[config.mk]
export PLATFORM = sky130hd
export DESIGN_NAME = lzc_iterative_divider
export DESIGN_NICKNAME = d
export VERILOG_FILES = /design/src/rtl/div_pkg.sv /design/src/rtl/lzc_iterative_divider_lzc.sv /design/src/rtl/lzc_iterative_divider.sv
export SDC_FILE = /design/constraint.sdc
export NUM_CORES = 1
export LEC_CHECK = 0
export ABC_AREA = 1
export BUFFER_PORTS_ARGS = -buffer_cell sky130_fd_sc_hd__buf_4
export CAP_MARGIN = 20
export CORE_UTILIZATION = 40
export CTS_CLUSTER_SIZE = 8
export DETAILED_ROUTE_END_ITERATION = 8
export HOLD_SLACK_MARGIN = 0.02
export PLACE_DENSITY_LB_ADDON = 0.08
export RECOVER_POWER = 50
export REMOVE_ABC_BUFFERS = 1
export SYNTH_ARGS = -nofsm -noshare
export SYNTH_HDL_FRONTEND = slang
export SYNTH_SLANG_ARGS = --single-unit
[constraint.sdc]
create_clock -name clk -period 10.5 [get_ports clk]
set_input_delay 1.05 -clock clk [delete_from_list [all_inputs] [get_ports clk]]
set_output_delay 1.05 -clock clk [all_outputs]
set_load 0.05 [all_outputs]
[src/rtl/div_pkg.sv]
// Shared types and helpers for the iterative divider.
// Holds the sequencer state encoding and LZC width rule.
package div_pkg;

  typedef enum logic [2:0] {
    IDLE,
    LZA,
    LZB,
    ITER,
    DONE
  } div_state_t;

  function automatic int lzc_width(input int n);
    return $clog2(n) + 1;
  endfunction

endpackage

[src/rtl/lzc_iterative_divider_lzc.sv]
// Combinational zero-MSB (leading-zero) counter.
// Returns N when the input word is all zeros.
module zeroMSBCounter #(
  parameter int N  = 32,
  parameter int CW = $clog2(N) + 1
) (
  input  logic [N-1:0]  value,
  output logic [CW-1:0] zeros
);

  logic found;

  // scan from the MSB; the first set bit fixes the count
  always_comb begin
    zeros = CW'(N);
    found = 1'b0;
    for (int i = N - 1; i >= 0; i--) begin
      if (!found && value[i]) begin
        zeros = CW'(N - 1 - i);
        found = 1'b1;
      end
    end
  end

endmodule

[src/rtl/lzc_iterative_divider.sv]
// Unsigned restoring divider sequenced by a shared LZC.
// Iterates only over the significant quotient bits.
module lzc_iterative_divider
  import div_pkg::*;
#(
  parameter int N  = 32,
  parameter int CW = lzc_width(N)
) (
  input  logic         clk,
  input  logic         rst,
  input  logic         in_valid,
  output logic         in_ready,
  input  logic [N-1:0] dividend,
  input  logic [N-1:0] divisor,
  output logic         out_valid,
  input  logic         out_ready,
  output logic [N-1:0] quotient,
  output logic [N-1:0] remainder,
  output logic         div_by_zero,
  output logic         busy
);

  div_state_t state, state_n;

  logic [N-1:0]  a_r;
  logic [N-1:0]  b_r;
  logic [N-1:0]  d;
  logic [N-1:0]  rem;
  logic [N-1:0]  q;
  logic [CW-1:0] za;
  logic [CW-1:0] cnt;

  logic [N-1:0]  lzc_in;
  logic [CW-1:0] lzc_out;
  logic [CW-1:0] shift;
  logic          early;
  logic          ge;
  logic [N-1:0]  rem_n;
  logic [N-1:0]  q_n;
  logic [CW-1:0] cnt_n;

  assign in_ready  = (state == IDLE);
  assign busy      = (state != IDLE);
  assign out_valid = (state == DONE);

  // zb is consumed straight from the LZC in LZB
  assign early = (za > lzc_out);
  assign shift = lzc_out - za;

  assign ge    = (rem >= d);
  assign rem_n = ge ? (rem - d) : rem;
  assign q_n   = {q[N-2:0], ge};
  assign cnt_n = cnt - CW'(1);

  // one counter shared between a and b by state
  always_comb begin
    lzc_in = '0;
    unique case (1'b1)
      (state == LZA): lzc_in = a_r;
      (state == LZB): lzc_in = b_r;
      default: ;
    endcase
  end

  zeroMSBCounter #(
    .N (N),
    .CW(CW)
  ) u_lzc (
    .value(lzc_in),
    .zeros(lzc_out)
  );

  // state register
  always_ff @(posedge clk or posedge rst) begin
    if (rst) state <= IDLE;
    else     state <= state_n;
  end

  // next-state logic
  always_comb begin
    state_n = state;
    case (state)
      IDLE: begin
        if (in_valid)
          state_n = (divisor == '0) ? DONE : LZA;
      end
      LZA: state_n = LZB;
      LZB: state_n = early ? DONE : ITER;
      ITER: begin
        if (cnt_n == '0) state_n = DONE;
      end
      DONE: begin
        if (out_ready) state_n = IDLE;
      end
      default: state_n = IDLE;
    endcase
  end

  // operand capture, iteration datapath, results
  always_ff @(posedge clk or posedge rst) begin
    if (rst) begin
      a_r         <= '0;
      b_r         <= '0;
      d           <= '0;
      rem         <= '0;
      q           <= '0;
      za          <= '0;
      cnt         <= '0;
      quotient    <= '0;
      remainder   <= '0;
      div_by_zero <= 1'b0;
    end else begin
      case (state)
        IDLE: begin
          if (in_valid) begin
            a_r         <= dividend;
            b_r         <= divisor;
            div_by_zero <= (divisor == '0);
            if (divisor == '0) begin
              quotient  <= '1;
              remainder <= dividend;
            end
          end
        end
        LZA: za <= lzc_out;
        LZB: begin
          if (early) begin
            quotient  <= '0;
            remainder <= a_r;
          end else begin
            d   <= b_r << shift;
            rem <= a_r;
            q   <= '0;
            cnt <= shift + CW'(1);
          end
        end
        ITER: begin
          rem <= rem_n;
          q   <= q_n;
          d   <= d >> 1;
          cnt <= cnt_n;
          if (cnt_n == '0) begin
            quotient  <= q_n;
            remainder <= rem_n;
          end
        end
        default: ;
      endcase
    end
  end

endmodule
==> flow_metrics.tcl, run 1 <==
set metrics [dict create \
    boundaryPins 136 \
    cts_root_buf "sky130_fd_sc_hd__clkbuf_16" \
    grt_max_degree 121 \
    maxSlewHeadroom -2.08 \
    cts_made_buffers 36 \
    dr_total_vias 13300 \
    clock_path_buffers 3 \
    chipWidth_um 191 \
    synth.yosys.seq_area_share 0.420 \
    cp-start-kind "primary input" \
    layout.nets 2090 \
    async_reset_ff_frac 1.00 \
    grt_usage 0.263 \
    clock.fmax_mhz 142 \
    detailedPlacementHpwl_mm 33.4 \
    maxCapViolCount 3 \
    layout-drive-gt1-share 0.0857 \
    cts.sink_count 239 \
    grt_util_met2 0.403 \
    slew_violations 244 \
    crit_type "primary input to asynchronous set/reset pin" \
    core.rowCount 68 \
    initial_standard_cell_utilization_of_the_core 0.409 \
    globalRoute.busiestLayer "met2" \
    worst-slew-pin-transition_ns 4.60 \
    drt_first_pass_iters 6 \
    vias_per_cell 5.45 \
    critical_path.endpoint_type "asynchronous set/reset pin" \
    wl_mm 46.8 \
    timing.critical_path.arrival_ns 6.75 \
    fin_crit_sh 0.672 \
    num-fill-cells 3628 \
    worst_ep_required_time_ns 10.20 \
    met1_capacity_usage_during_global_routing 0.377 \
    detail-route-antenna-nets 0 \
    postCtsSetupBuffers 0 \
    synth_top_flop_cell "sky130_fd_sc_hd__dfrtp_1" \
    synthesized_area_per_cell_um2 7.56 \
    run_status "complete, but fails checks" \
    layout.area.seq_um2 5980 \
    drt-initial-drc-count 988 \
    use_met3 0.0447 \
    hold_fix_buffer_count_after_cts 0 \
    via_count_of_the_first_global_routing_pass 13000 \
    gpl.final_weighted_congestion 0.901 \
    grt_pass1_wl_mm 73.9 \
    netlist_instances 1882 \
    final_cell_mix "415 x sky130_fd_sc_hd__nand2_1, 239 x sky130_fd_sc_hd__dfrtp_1, 202 x sky130_fd_sc_hd__inv_1" \
    final.setup_skew_ns 0.0205 \
    timing.setup.tns_ns 0 \
    port-buffer-count 135 \
    drt-wirelength-per-cell_um 19.2 \
    gr-total-overflow 0 \
    area_occupied_by_multi_input_gates_um2 7110 \
    min_path_type "flop to flop" \
    cts_htree_levels 2 \
    post_synth_instance_area_um2 14200 \
    timing.critical_path.fanout_max 97 \
    number_of_antenna_violations_at_the_first_check_in_global_routing 2 \
    dieHeight_um 191 \
    yosys_register_bits 239 \
    cts.repair.resized 0 \
    area_growth_syn_to_layout_pct 15.0 \
    unrepaired_setup_endpoints_after_global_routing "false" \
    finalInstanceArea_um2 16400 \
    worst_skew_pair.late_latency_ns 0.54 \
    layout.cells.most_common "sky130_fd_sc_hd__nand2_1" \
    placedInstanceArea_um2 15700 \
    postLayoutCoreUtil 0.471 \
    synthDistinctLibCells 46 \
    die-area_um2 36300 \
    final-setup-viol-count 0 \
    tritoncts "built" \
    hold_violations 0 \
    core_area_um2 34800 \
    cts.clk_slew.worst_paths_ns 0.05 \
    count_of_flip_flops_with_a_built_in_enable_after_synthesis 0 \
    period_needed_ns 7.05 \
    post-route-drc-count 0 \
    violations_in_the_final_reports "max-capacitance violations, max-slew violations" \
    synth_warnings 0 \
]
-- synth_stat cells, types with 30 or more instances --
library cell / n / area [µm²]
sky130_fd_sc_hd__a22oi_1: 44 / 330
sky130_fd_sc_hd__o21ai_0: 189 / 946
sky130_fd_sc_hd__o22ai_1: 30 / 188
sky130_fd_sc_hd__nor2_1: 146 / 548
sky130_fd_sc_hd__nand2_1: 416 / 1560
sky130_fd_sc_hd__ha_1: 41 / 513
sky130_fd_sc_hd__a21oi_1: 196 / 981
sky130_fd_sc_hd__clkbuf_1: 80 / 300
sky130_fd_sc_hd__nand3_1: 51 / 255
sky130_fd_sc_hd__inv_1: 203 / 762
sky130_fd_sc_hd__a221oi_1: 31 / 272
sky130_fd_sc_hd__dfrtp_1: 239 / 5980
-- per-layer routing --
metal,routed length [µm],part of all wire
met2,20700,0.44
met3,2690,0.057
met5,11,0.00024
met4,1140,0.024
met1,22300,0.48
-- logic make-up (layout without fill, tap and decap cells) --
| family | count (synthesis) | in the layout | share of synthesized area |
|---|---|---|---|
| XOR/XNOR | 32 | 32 | 0.0197 |
| multiplexers | 28 | 28 | 0.0197 |
| flip-flops | 239 | 239 | 0.420 |
| AND/OR/NAND/NOR | 678 | 678 | 0.197 |
| other | 0 | 1 | 0 |
| buffers and inverters | 314 | 415 | 0.0832 |
| AO/OA/AOI/OAI | 548 | 548 | 0.221 |
| adder cells (fa/ha/maj) | 43 | 43 | 0.0389 |
-- worst paths after layout --
| path | start | end | slack (ns) | cells after the start |
|---|---|---|---|---|
| worst max register to register | state[0] | d[19] | 3.95 | 34 |
| min in group asynchronous | rst | quotient[28] | 1.88 | 2 |
| worst min-delay path | q[11] | q[11] | 0.47 | 2 |
| max in group clk | state[0] | d[19] | 3.95 | 34 |
| worst min register to register | q[11] | q[11] | 0.47 | 2 |
| worst max-delay path | rst | remainder[1] | 3.45 | 3 |
-- area by class of cell --
| class | instances | area share |
|---|---|---|
| antenna | 1 | 0.000153 |
| inverter | 216 | 0.0496 |
| clock inverter | 5 | 0.00352 |
| clock buffer | 37 | 0.0552 |
| timing repair buffer | 157 | 0.0574 |
| sequential | 239 | 0.365 |
| multi-input combinational | 1329 | 0.434 |
| tap | 455 | 0.0348 |
-- stage by stage --
stage | worst slack, ns | instances | hold WS (ns)
after detailed placement | 4.04 | 2396 | 0.459
after global placement | 4.28 | 2396 | 0.454
after CTS | 4.05 | 2438 | 0.471
after global routing | 2.00 | 2438 | 0.483
after floorplan | 2.44 | 1784 | 0.442
final | 3.45 | 2439 | 0.468
-- worst max-delay path: stages --
cell	delay, ns
sky130_fd_sc_hd__clkbuf_4	0.11
sky130_fd_sc_hd__clkinvlp_2	2.51
sky130_fd_sc_hd__clkbuf_1	2.96
-- registers in the layout, summed over array words and instances (netlist names) --
name	count
a_r	32
b_r	32
d	32
quotient	32
rem	32
remainder	32
q	31
cnt	6
za	6
state	3
div_by_zero	1
Power of run 1 is not shown: default switching activity piles up to over one toggle a cycle in this logic, so the estimate is an artifact.
==> run 2: changes to the inputs <==
--- a/config.mk
+++ b/config.mk
@@ -5,7 +5,7 @@
 export SDC_FILE = /design/constraint.sdc
 export NUM_CORES = 1
 export LEC_CHECK = 0
-export ABC_AREA = 1
+export ABC_AREA = 0
 export BUFFER_PORTS_ARGS = -buffer_cell sky130_fd_sc_hd__buf_4
 export CAP_MARGIN = 20
 export CORE_UTILIZATION = 40
==> constraint.sdc (replaced) <==
create_clock -name clk -period 6.3 [get_ports clk]
set_input_delay 0.63 -clock clk [delete_from_list [all_inputs] [get_ports clk]]
set_output_delay 0.63 -clock clk [all_outputs]
set_load 0.05 [all_outputs]
==> flow_metrics.tcl, run 2 <==
set metrics [dict create \
    timing.critical_path.fanout_max 53 \
    post_synth_instance_area_um2 15000 \
    worst_ep_required_time_ns 6.72 \
    grt_usage 0.260 \
    count_of_flip_flops_with_a_built_in_enable_after_synthesis 0 \
    detail-route-antenna-nets 0 \
    worst-r2r-setup-slack_ns 0.62 \
    netlist_instances 1619 \
    yosys_register_bits 239 \
    ff2ff_path_depth 19 \
    run_status "complete, but fails checks" \
    crit_type "flop to flop" \
    cts_htree_levels 2 \
    ys_top_cells_by_count "239 x sky130_fd_sc_hd__dfrtp_1, 186 x sky130_fd_sc_hd__a21oi_1, 144 x sky130_fd_sc_hd__nand2_1, 120 x sky130_fd_sc_hd__nor2_1, 83 x sky130_fd_sc_hd__o21ai_0" \
    final.setup_skew_ns 0.0177 \
    synth_top_flop_cell "sky130_fd_sc_hd__dfrtp_1" \
    regToRegEndpoint "remainder[15]" \
    critical_path.endpoint_type "flop" \
    port-buffer-count 135 \
    wl_mm 49.3 \
    layout-drive-gt1-share 0.188 \
    timing.rr.start "state[0]" \
    number_of_cells_on_the_worst_hold_path 2 \
    cts.sink_count 239 \
    worst-slew-pin-transition_ns 3.19 \
    gr-total-overflow 0 \
    synthesized_area_per_cell_um2 9.29 \
    core_area_um2 36800 \
    synth_top_area_frac 0.397 \
    cts_root_buf "sky130_fd_sc_hd__clkbuf_16" \
    drt-initial-drc-count 954 \
    number_of_antenna_violations_at_the_first_check_in_global_routing 2 \
    synth.most_common_cell "sky130_fd_sc_hd__dfrtp_1" \
    gpl.final_weighted_congestion 0.914 \
    detailedPlacementHpwl_mm 35.9 \
    postCtsSetupBuffers 0 \
    core.rowCount 70 \
    initial_standard_cell_utilization_of_the_core 0.409 \
    synth_warnings 0 \
    grt_pass1_wl_mm 76.4 \
    dieHeight_um 196 \
    final_cell_mix "238 x sky130_fd_sc_hd__dfrtp_1, 185 x sky130_fd_sc_hd__a21oi_1, 148 x sky130_fd_sc_hd__buf_4" \
    yosysTopAreaCell "sky130_fd_sc_hd__dfrtp_1" \
    maxSlewHeadroom -1.14 \
    chipWidth_um 196 \
    cp-start-kind "flop" \
    via_count_of_the_first_global_routing_pass 12700 \
    hold_violations 0 \
    synth.yosys.seq_area_share 0.397 \
    tritoncts "built" \
    unrepaired_setup_endpoints_after_global_routing "false" \
    post-route-drc-count 0 \
    clock_path_buffers 3 \
    placedInstanceArea_um2 16700 \
    violations_in_the_final_reports "max-capacitance violations, max-slew violations" \
    grt_max_degree 170 \
    vias_per_cell 6.04 \
    numPlacedInstances 2156 \
    synthDistinctLibCells 77 \
    period_needed_ns 5.68 \
    dr_total_vias 13300 \
    cts.repair.resized 0 \
    timing.critical_path.arrival_ns 6.10 \
    drt_first_pass_iters 5 \
    die-area_um2 38400 \
    cts_made_buffers 35 \
    async_reset_ff_frac 1.00 \
    layout.nets 1836 \
    boundaryPins 136 \
    slew_violations 242 \
    worst_skew_pair.late_latency_ns 0.54 \
    layoutNonFillerInstCount 2196 \
    final-setup-viol-count 0 \
    min_path_type "primary input to flop" \
    area_growth_syn_to_layout_pct 16.3 \
    layout.cells.most_common "sky130_fd_sc_hd__dfrtp_1" \
    antenna-diode-count 0 \
    num-fill-cells 3589 \
    drt-wirelength-per-cell_um 22.5 \
    clock.fmax_mhz 176 \
    cts.clk_slew.worst_paths_ns 0.05 \
    postLayoutCoreUtil 0.476 \
    synth_area_leaders "sky130_fd_sc_hd__dfrtp_1 40%, sky130_fd_sc_hd__a21oi_1 6.2%, sky130_fd_sc_hd__mux2_2 5.2%, sky130_fd_sc_hd__mux4_2 4.5%, sky130_fd_sc_hd__nand2_1 3.6%" \
    maxCapViolCount 2 \
    fin_crit_sh 0.902 \
    worstHoldStart "out_ready" \
    min_delay_worst_endpoint "state[2]" \
    finalInstanceArea_um2 17500 \
    hold_fix_buffer_count_after_cts 0 \
]
## run 2: layout make-up
cell class | instances | area [µm²] | area share
Inverter | 65 | 245 | 0.0140
Clock buffer | 38 | 908 | 0.0519
Tap cell | 468 | 586 | 0.0335
Timing Repair Buffer | 192 | 1410 | 0.0808
Multi-Input combinational cell | 1192 | 8340 | 0.477
Sequential cell | 239 | 5980 | 0.342
Clock inverter | 2 | 25.0 | 0.00143
## run 2: stage by stage
stage                     hold WS (ns)  setup slack [ns]  TNS [ns]
final                            0.285             0.618         0
after global routing             0.292             0.129         0
after CTS                        0.127             0.557         0
after detailed placement         0.475             0.574         0
after global placement           0.468             0.662         0
after floorplan                  0.462             -3.72   -642.20
## run 2: worst max-delay path, cell delays in order, from the launching register on
cell	delay, ns
sky130_fd_sc_hd__dfrtp_4	0.67
sky130_fd_sc_hd__nor3b_2	0.67
sky130_fd_sc_hd__o21ai_0	0.31
sky130_fd_sc_hd__a32o_1	0.29
sky130_fd_sc_hd__a32o_1	0.21
sky130_fd_sc_hd__a211oi_1	0.36
sky130_fd_sc_hd__o221ai_1	0.19
sky130_fd_sc_hd__a21oi_1	0.21
sky130_fd_sc_hd__ha_2	0.24
sky130_fd_sc_hd__fa_1	0.32
sky130_fd_sc_hd__nor2b_1	0.07
sky130_fd_sc_hd__o21ai_0	0.26
sky130_fd_sc_hd__a21boi_1	0.11
sky130_fd_sc_hd__o21ai_0	0.20
sky130_fd_sc_hd__nand2b_1	0.21
sky130_fd_sc_hd__a211oi_4	0.47
sky130_fd_sc_hd__buf_12	0.22
sky130_fd_sc_hd__buf_12	0.23
sky130_fd_sc_hd__o2111ai_1	0.15
sky130_fd_sc_hd__o211a_1	0.14
## run 2: cells by family (layout without fill, tap and decap cells)
family | after synthesis | after routing | share of synthesized area
xor gates and xnor gates | 35 | 35 | 0.0204
muxes | 131 | 131 | 0.119
and+or+nand+nor | 432 | 432 | 0.133
DFF | 239 | 239 | 0.397
adders and majority gates | 43 | 43 | 0.0368
buffers and inverters | 188 | 297 | 0.0527
AOI/OAI and AO/OA | 551 | 551 | 0.241
## run 2: metal layers
| layer | vias to the layer above | track usage | share of wire |
|---|---|---|---|
| met4 | 4 | 0.0955 | 0.029 |
| met2 | 384 | 0.405 | 0.45 |
| met3 | 73 | 0.0433 | 0.052 |
| met5 | - | 0 | 0.00047 |
| li1 | 6231 | - | - |
| met1 | 6579 | 0.361 | 0.46 |
## run 2: worst max path at each step
| stage | to | from |
|---|---|---|
| 6_report | remainder[15] | state[0] |
| 5_1_grt | remainder[17] | state[0] |
| 4_1_cts | remainder[17] | state[0] |
| 3_5_place_dp | remainder[17] | state[0] |
| 3_3_place_gp | remainder[17] | state[0] |
| 2_1_floorplan | remainder[30] | state[0] |
Power of run 2 is left out for the same reason.
==> run 3: changes to the inputs <==
--- a/config.mk
+++ b/config.mk
@@ -17,4 +17,5 @@
 export REMOVE_ABC_BUFFERS = 1
 export SYNTH_ARGS = -nofsm -noshare
 export SYNTH_HDL_FRONTEND = slang
+export SYNTH_HIERARCHICAL = 1
 export SYNTH_SLANG_ARGS = --single-unit
==> flow_metrics.tcl, run 3 <==
set metrics [dict create \
    largest_stage_delay_on_the_critical_path_ns 0.73 \
    core_area_um2 36500 \
    synth_top_area_frac 0.404 \
    count_of_flip_flops_with_a_built_in_enable_after_synthesis 0 \
    grt_util_met2 0.409 \
    layout-drive-gt1-share 0.156 \
    crit_path_cell_trace "nand2b_2 > nor2_2 > a22o_1 > or3_1 > nor3_1 > o311ai_0 > o311ai_1 > inv_1 > ha_2 > inv_1 > fa_1 > a211oi_1 > o21bai_1 > a21o_1 > and2_1 > nor4_4 > buf_4 > o311a_1 > o21a_1 > o41ai_1" \
    layout.cells.most_common "sky130_fd_sc_hd__dfrtp_1" \
    initial_standard_cell_utilization_of_the_core 0.405 \
    min_path_type "primary input to flop" \
    area_growth_syn_to_layout_pct 14.6 \
    clock.fmax_mhz 174 \
    globalRoute.busiestLayer "met2" \
    critical_path.endpoint_type "flop" \
    violations_in_the_final_reports "max-capacitance violations, max-slew violations" \
    worst_ep_required_time_ns 6.71 \
    maxSlewHeadroom -2.33 \
    crit_type "flop to flop" \
    grt_max_degree 127 \
    core.rowCount 70 \
    slew_violations 127 \
    via_count_of_the_first_global_routing_pass 12400 \
    hold_violations 0 \
    drt_first_pass_iters 5 \
    yosysTopAreaCell "sky130_fd_sc_hd__dfrtp_1" \
    worst-slew-pin-transition_ns 5.00 \
    drt-initial-drc-count 994 \
    cpMaxStageDelayCell "sky130_fd_sc_hd__nor2_2" \
    gr-total-overflow 0 \
    synthDistinctLibCells 84 \
    cts.repair.resized 0 \
    chipWidth_um 194 \
    cts.sink_count 239 \
    die-area_um2 37800 \
    detail-route-antenna-nets 0 \
    run_status "complete, but fails checks" \
    clock_path_buffers 3 \
    final-setup-viol-count 0 \
    grt_usage 0.259 \
    timing.critical_path.fanout_max 38 \
    async_reset_ff_frac 1.00 \
    ys_top_cells_by_count "239 x sky130_fd_sc_hd__dfrtp_1, 163 x sky130_fd_sc_hd__a21oi_1, 162 x sky130_fd_sc_hd__nand2_1, 137 x sky130_fd_sc_hd__nor2_1, 99 x sky130_fd_sc_hd__o21ai_0" \
    timing.hold.ws_ns 0.299 \
    layout.area.seq_um2 5980 \
    cp-start-kind "flop" \
    synth_area_leaders "sky130_fd_sc_hd__dfrtp_1 40%, sky130_fd_sc_hd__a21oi_1 5.5%, sky130_fd_sc_hd__mux2_2 5.4%, sky130_fd_sc_hd__nand2_1 4.1%, sky130_fd_sc_hd__a22o_1 3.8%" \
    worst_path_most_repeated_cell "sky130_fd_sc_hd__inv_1" \
    port-buffer-count 135 \
    worst_skew_pair.late_latency_ns 0.55 \
    final.setup_skew_ns 0.0238 \
    yosys_register_bits 239 \
    wl_mm 48.6 \
    cts.clk_slew.worst_paths_ns 0.05 \
    netlist_instances 1608 \
    post_synth_instance_area_um2 14800 \
    unrepaired_setup_endpoints_after_global_routing "false" \
    dr_total_vias 12900 \
    cts_made_buffers 36 \
    fin_crit_sh 0.912 \
    tritoncts "built" \
    grt_pass1_wl_mm 75.5 \
    vias_per_cell 5.95 \
    area_occupied_by_multi_input_gates_um2 8130 \
    period_needed_ns 5.74 \
    cts_root_buf "sky130_fd_sc_hd__clkbuf_16" \
    dieHeight_um 194 \
    synth_warnings 6 \
    drt-wirelength-per-cell_um 22.4 \
    synth_top_flop_cell "sky130_fd_sc_hd__dfrtp_1" \
    met1_capacity_usage_during_global_routing 0.370 \
    use_met3 0.0337 \
    boundaryPins 136 \
    detailedPlacementHpwl_mm 34.9 \
    maxCapViolCount 1 \
    synthesized_area_per_cell_um2 9.20 \
    final_cell_mix "238 x sky130_fd_sc_hd__dfrtp_1, 163 x sky130_fd_sc_hd__a21oi_1, 162 x sky130_fd_sc_hd__nand2_1" \
    layout.nets 1811 \
    timing.critical_path.arrival_ns 6.15 \
    gpl.final_weighted_congestion 0.932 \
    number_of_antenna_violations_at_the_first_check_in_global_routing 0 \
    postCtsSetupBuffers 0 \
    post-route-drc-count 0 \
    hold_fix_buffer_count_after_cts 0 \
    synth.yosys.seq_area_share 0.404 \
    synth.most_common_cell "sky130_fd_sc_hd__dfrtp_1" \
    cts_htree_levels 2 \
    num-fill-cells 3637 \
]
[run 3: final cells by class]
| cell class | instances | area share |
|---|---|---|
| clock buffers | 40 | 0.0540 |
| well taps | 468 | 0.0345 |
| inverters | 68 | 0.0150 |
| repair buffers | 166 | 0.0622 |
| diodes | 1 | 0.000148 |
| multi-input cells | 1189 | 0.479 |
| clock inverters | 4 | 0.00207 |
| flip-flops and latches | 239 | 0.353 |
[run 3: path summary, 6_finish.rpt]
check                              from       endpoint  slack, ns  cells after the start
setup / recovery               state[2]  remainder[24]       0.56                     20
hold / removal             dividend[25]        a_r[25]       0.30                      3
setup reg to reg               state[2]  remainder[24]       0.56                     20
hold reg to reg            remainder[2]   remainder[2]       0.50                      1
max in group asynchronous           rst       state[0]       1.31                      3
min in group asynchronous           rst   quotient[26]       2.00                      2
[run 3: routing by layer]
metal,vias up,share of wire
li1,6112,-
met1,6366,0.47
met2,406,0.45
met3,65,0.050
met4,0,0.022
met5,-,0
[run 3: worst max-delay path, delay by kind of cell (launching register included)]
kind                       cells  cell delay [ns]
AOI/OAI and AO/OA              9             2.01
and+or+nand+nor                6             1.93
adders and majority gates      2             0.64
buffers and inverters          3             0.59
DFF                            1             0.44
[run 3: per-stage QoR]
stage,std cells,setup TNS (ns),cell area (µm²),utilization,setup WS (ns)
5_1_grt,2174,0,17000,0.464,0.148
4_1_cts,2173,0,17200,0.471,0.489
6_report,2175,0,17000,0.465,0.557
3_3_place_gp,2129,0,16300,0.445,0.622
2_1_floorplan,1496,-801.02,14300,-,-4.85
3_5_place_dp,2129,0,16300,0.445,0.486
[run 3: kinds of logic after synthesis]
kind of cell               Yosys count  share of synthesized area
muxes                              139                      0.112
buffers and inverters              180                     0.0502
xor gates and xnor gates            31                     0.0183
adders and majority gates           43                     0.0374
DFF                                239                      0.404
AOI/OAI and AO/OA                  526                      0.235
and+or+nand+nor                    450                      0.143
Power of run 3 is left out for the same reason.
